**src/rtl/hw_pkg.sv**
```systemverilog
// hw_pkg: types and widths shared by the hidden-layer sequencer, the
// accumulator and the output layer.
//   hw_seq_state_t   : sequencer FSM state encoding
//   WEIGHT_W, SUM_W  : weight and running-sum widths (two's complement)
//   N_INPUTS_DEFAULT : default fan-in of one neuron
package hw_pkg;

    localparam int WEIGHT_W         = 8;
    localparam int SUM_W            = 32;
    localparam int N_INPUTS_DEFAULT = 16;

    typedef enum logic [2:0] {
        ST_IDLE  = 3'd0,
        ST_CLEAR = 3'd1,
        ST_ACC   = 3'd2,
        ST_EVAL  = 3'd3,
        ST_DONE  = 3'd4
    } hw_seq_state_t;

endpackage

```
**src/rtl/hw_activation.sv**
```systemverilog
// hw_activation: purely combinational neuron activation.
//   z_i         in  SUM_W  signed sum
//   threshold_i in  SUM_W  signed threshold
//   h_o         out 1      1 iff z_i >= threshold_i (signed)
//   act_o       out SUM_W  ReLU(z_i)
// The caller registers the outputs.
module hw_activation
    import hw_pkg::*;
(
    input  logic signed [SUM_W-1:0] z_i,
    input  logic signed [SUM_W-1:0] threshold_i,
    output logic                    h_o,
    output logic signed [SUM_W-1:0] act_o
);

    assign h_o   = (z_i >= threshold_i);
    assign act_o = (z_i > 0) ? z_i : '0;

endmodule

```
**src/rtl/hw_sequencer.sv**
```systemverilog
// hw_sequencer: drives the x*w accumulator through one neuron evaluation.
//   Clk, RST                clock, async active-low reset
//   Start, Abort            begin evaluation (IDLE only) / synchronous abort
//   X_vec, Threshold        operands latched on an accepted Start
//   W_addr, W_data          weight ROM port (data valid one cycle after addr)
//   w, x, ComputeH, Get,    accumulator controls
//   RstSum, Z               accumulator clear / registered running sum
//   H, Act                  registered activation and ReLU result
//   Busy, Done              status; Done is a one-cycle pulse
//
// state | meaning
// IDLE  | waiting for Start
// CLEAR | clear accumulator, present weight address 0
// ACC   | one weight/input pair per cycle, N_INPUTS cycles
// EVAL  | Z holds the full sum; register H and Act
// DONE  | Done pulse, results valid
module hw_sequencer
    import hw_pkg::*;
#(
    parameter  int N_INPUTS = N_INPUTS_DEFAULT,
    localparam int ADDR_W   = (N_INPUTS > 1) ? $clog2(N_INPUTS) : 1
) (
    input  logic                       Clk,
    input  logic                       RST,
    input  logic                       Start,
    input  logic                       Abort,
    input  logic [N_INPUTS-1:0]        X_vec,
    input  logic signed [SUM_W-1:0]    Threshold,
    output logic [ADDR_W-1:0]          W_addr,
    input  logic signed [WEIGHT_W-1:0] W_data,
    output logic signed [WEIGHT_W-1:0] w,
    output logic                       x,
    output logic                       ComputeH,
    output logic                       Get,
    output logic                       RstSum,
    input  logic signed [SUM_W-1:0]    Z,
    output logic                       H,
    output logic signed [SUM_W-1:0]    Act,
    output logic                       Busy,
    output logic                       Done
);

    localparam logic [ADDR_W-1:0] LAST_IDX = ADDR_W'(N_INPUTS - 1);

    hw_seq_state_t           state_q, state_d;
    logic [ADDR_W-1:0]       idx_q, idx_d;
    logic [N_INPUTS-1:0]     x_q, x_d;
    logic signed [SUM_W-1:0] thr_q, thr_d;
    logic                    h_q, h_d;
    logic signed [SUM_W-1:0] act_q, act_d;

    logic                    act_h;
    logic signed [SUM_W-1:0] act_relu;

    hw_activation u_activation (
        .z_i         (Z),
        .threshold_i (thr_q),
        .h_o         (act_h),
        .act_o       (act_relu)
    );

    always_ff @(posedge Clk or negedge RST) begin
        if (!RST) begin
            state_q <= ST_IDLE;
            idx_q   <= '0;
            x_q     <= '0;
            thr_q   <= '0;
            h_q     <= 1'b0;
            act_q   <= '0;
        end else begin
            state_q <= state_d;
            idx_q   <= idx_d;
            x_q     <= x_d;
            thr_q   <= thr_d;
            h_q     <= h_d;
            act_q   <= act_d;
        end
    end

    always_comb begin
        state_d  = state_q;
        idx_d    = idx_q;
        x_d      = x_q;
        thr_d    = thr_q;
        h_d      = h_q;
        act_d    = act_q;
        W_addr   = '0;
        w        = '0;
        x        = 1'b0;
        ComputeH = 1'b0;
        Get      = 1'b0;
        RstSum   = 1'b0;
        Done     = 1'b0;

        if (Abort) begin
            // Accumulation is gated off as well: the sum is being cleared anyway.
            RstSum  = 1'b1;
            state_d = ST_IDLE;
        end else begin
            unique case (state_q)
                ST_IDLE: begin
                    if (Start) begin
                        x_d     = X_vec;
                        thr_d   = Threshold;
                        state_d = ST_CLEAR;
                    end
                end
                ST_CLEAR: begin
                    RstSum  = 1'b1;
                    idx_d   = '0;
                    state_d = ST_ACC;
                end
                ST_ACC: begin
                    w        = W_data;
                    x        = x_q[idx_q];
                    ComputeH = 1'b1;
                    Get      = 1'b1;
                    if (idx_q == LAST_IDX) begin
                        // No further prefetch; hold the address in range.
                        W_addr  = LAST_IDX;
                        state_d = ST_EVAL;
                    end else begin
                        W_addr = idx_q + 1'b1;
                        idx_d  = idx_q + 1'b1;
                    end
                end
                ST_EVAL: begin
                    h_d     = act_h;
                    act_d   = act_relu;
                    state_d = ST_DONE;
                end
                ST_DONE: begin
                    Done    = 1'b1;
                    state_d = ST_IDLE;
                end
                default: state_d = ST_IDLE;
            endcase
        end
    end

    assign H    = h_q;
    assign Act  = act_q;
    assign Busy = (state_q != ST_IDLE);

endmodule

```
**config.mk**
```make
export PLATFORM = sky130hd
export DESIGN_NAME = hw_sequencer
export DESIGN_NICKNAME = d
export VERILOG_FILES = /design/src/rtl/hw_pkg.sv /design/src/rtl/hw_activation.sv /design/src/rtl/hw_sequencer.sv
export SDC_FILE = /design/constraint.sdc
export NUM_CORES = 1
export LEC_CHECK = 0
export CORE_MARGIN = 2
export CORE_UTILIZATION = 40
export CTS_CLUSTER_SIZE = 12
export DETAILED_ROUTE_END_ITERATION = 8
export GPL_ROUTABILITY_DRIVEN = 0
export PLACE_DENSITY = 0.71
export SYNTH_ARGS = -nofsm -noshare
export SYNTH_HDL_FRONTEND = slang
export SYNTH_SLANG_ARGS = --single-unit
```
**constraint.sdc**
```tcl
create_clock -name Clk -period 3.25 [get_ports Clk]
set_clock_uncertainty 0.15 [all_clocks]
set_input_delay 0.4875 -clock Clk [delete_from_list [all_inputs] [get_ports Clk]]
set_output_delay 0.4875 -clock Clk [all_outputs]
set_load 0.02 [all_outputs]
```
==> results.md <==
* Fillers at 928
* Syn Nets at 498
* Post-synthesis xor/xnor area fraction at 0.197%
* Clk network pwr share at 22.2%
* Die area at 12000 um2
* Worst Path Required at 2.61 ns
* Global-route usage over all layers at 19.4%
* Seq/Total Area, Yosys at 49.6%
* Via density at 5.26
* P_int at 2190 uW
* P&R area growth vs syn at 39.1%
* Layout cells sized above 1 at 6.56%
* CTS tree: done
* Maxcap violations at 0
* Fin crit period at 3.13 ns
* Distinct cells, synth at 42
* Pre-antenna DRT Iters at 4
* Leading cell type in the layout, fill and taps excluded: clkdlybuf4s50_1
* IO Port Bufs at 142
* RSZ-0062 raised after global routing: no
* CTS max path bufs at 2
* Power Density at 513 nW/um2
* Net Switching at 982 uW
* Worst Max-Slew Pin Slew at 1.08 ns
* Worst EP arrival at 2.50 ns
* Sink Count at 88
* Reg2reg path depth at 8
* Clk_lat worst skew at 0.36 ns
* Worst hold slack at 0.168 ns
* TNS Setup at 0 ns
* Routed WL at 11200 um
* Number of global-route vias before repair at 3535
* P_leak at 0.00276 uW
* Synthesized area per cell at 11.9 um2
* Die W at 109 um
* Post-Syn Area at 4440 um2
* Initial antenna violation count at 0
* Crit. End Element: primary output
* CP startpoint kind: flip-flop
* Global-route wire length before repair at 17600 um
* Status: finished clean
* Initial Utilization at 41.0%
* Final setup fails at 0
* Fin crit share at 96.4%
* Fin util at 57.0%
* Yosys warning count at 0
* Gate count of the mapped netlist at 373
* Design Power at 3170 uW
* Combinational power share at 31.9%
* Nets at 638
* Mux share of post-synthesis cell area at 15.2%
* Hold_buf cts at 0
* Final ANT Viol Nets at 0
* Most frequent cells in the layout: 139 x clkdlybuf4s50_1, 86 x dfrtp_1, 48 x mux2_1
* Slew Viols, Final at 0
* Largest net degree at the start of global routing at 89
* Critical-path maximum fanout at 11
* Ports at 143
* Seq pwr share at 45.9%
* Post-synth EDFFs at 0
* Compound-Gate Fraction of Synth Area at 11.0%
* Hold WC Path Type: in -> async
* HPWL Detailed at 8660 um
* Synth Area in Simple Gates at 9.24%
* Root Buffer: clkbuf_8
* Max transition margin at 28.1%
* Drt wl/cell at 17.0 um
* Die Height at 109 um
* Num rows at 38
* Final hold violation count at 0
* Final worst setup slack at 0.116 ns
* # DRC at 0
* Initial DRC count at 124
* Synth async-reset ratio at 100%
* Largest family of logic cells by synthesized area: multiplexers
* Register bit total from synthesis at 88
* Pre-CTS setup slack at 0.292 ns
* Max VDD drop at 253 uV
* GR Overflow Total at 0
* Core Area at 10800 um2
* Cts bufs inserted at 9
* Diode count at 0
* Synth Area in Adders at 9.29%
* Top FF cell, synth: dfrtp_1
* Switching Share at 31.0%
* Fmax at 319 MHz
* Vias at 3460
* Worst-path clk slew at 0.09 ns
* CTS H-tree depth at 3
* WS Path Type: reg -> out
kinds of logic (layout without fill, tap and decap cells):
family                     Yosys count  after routing
muxes                               54             54
xor gates and xnor gates             1              1
buffers and inverters               56            201
adders and majority gates           33             33
DFF                                 88             88
and+or+nand+nor                     75             75
AOI/OAI and AO/OA                   66             66
worst max-delay path: stages, from the launching register on:
cell	delay (ns)
dfrtp_1	0.47
or3b_4	0.45
or2_1	0.29
inv_2	0.15
and2_1	0.16
clkdlybuf4s50_1	0.61
registers in the layout (all words and copies together), names as in the netlist:
| signal | count |
|---|---|
| Act | 32 |
| H | 1 |
| idx_q | 4 |
| state_q | 3 |
| thr_q | 32 |
| x_q | 16 |
through the flow:
stage | cell area (um2) | cells
6_report | 6180 | 658
2_1_floorplan | 4440 | 373
4_1_cts | 6170 | 658
5_1_grt | 6180 | 658
3_3_place_gp | 5980 | 641
3_5_place_dp | 5980 | 641
power by group through the flow:
stage                     combinational [uW]  sequential (uW)  clock [uW]
after floorplan                          495             1530           0
final                                   1010             1460         703
after CTS                               1030             1460         725
after detailed placement                1010             1480           0
after global routing                    1120             1490         772
after global placement                   979             1470           0
area by class of cell:
| type | count | area (um2) | area share [%] |
|---|---|---|---|
| Multi-Input combinational cell | 229 | 2010 | 32.5 |
| Timing Repair Buffer | 148 | 1470 | 23.8 |
| Tap cell | 140 | 175 | 2.84 |
| Clock buffer | 11 | 151 | 2.45 |
| Inverter | 37 | 139 | 2.25 |
| Clock inverter | 5 | 31.3 | 0.506 |
| Sequential cell | 88 | 2200 | 35.7 |
repair_timing:
item                                    4_1_cts  5_1_grt
buffers inserted                              1        0
endpoints found under the setup margin        1       10
pin swaps                                     0        0
endpoints found under the hold margin         0        0
gates resized for setup                       1        4
routing by layer:
metal  vias to the layer above  GRT usage (%)  part of all wire [%]
met4                         0           7.59                   2.0
met1                      1718           24.2                    43
li1                       1633              -                     -
met2                        93           33.1                    50
met3                        16           3.68                   4.8
met5                         -              0                     0
cells in the mapped netlist (all sizes together) (2+ instances only):
| cell | n | area [um2] |
|---|---|---|
| dfrtp | 88 | 2200 |
| mux2 | 49 | 552 |
| inv | 37 | 139 |
| ha | 33 | 413 |
| a22o | 31 | 272 |
| a21oi | 15 | 75.1 |
| buf | 14 | 87.6 |
| nand2 | 11 | 41.3 |
| nand4 | 11 | 68.8 |
| and2 | 10 | 62.6 |
| nor2 | 10 | 37.5 |
| nor4 | 9 | 56.3 |
| o21ai | 8 | 43.8 |
| nor3 | 7 | 35.0 |
| nand3 | 6 | 30.0 |
| clkbuf | 5 | 18.8 |
| mux4 | 5 | 124 |
| a2111oi | 3 | 26.3 |
| nor3b | 3 | 22.5 |
| a221oi | 2 | 17.5 |
| or2 | 2 | 12.5 |
final timing paths:
kind / slack, ns / from / to
setup / recovery: 0.12 / state_q[0] / w[5]
hold / removal: 0.17 / RST / Act[23]
setup reg to reg: 0.95 / thr_q[31] / H
hold reg to reg: 0.35 / x_q[6] / x_q[6]
max in group asynchronous: 2.00 / RST / idx_q[0]
min in group Clk: 0.35 / x_q[6] / x_q[6]
(Power assumes the default switching activity.)
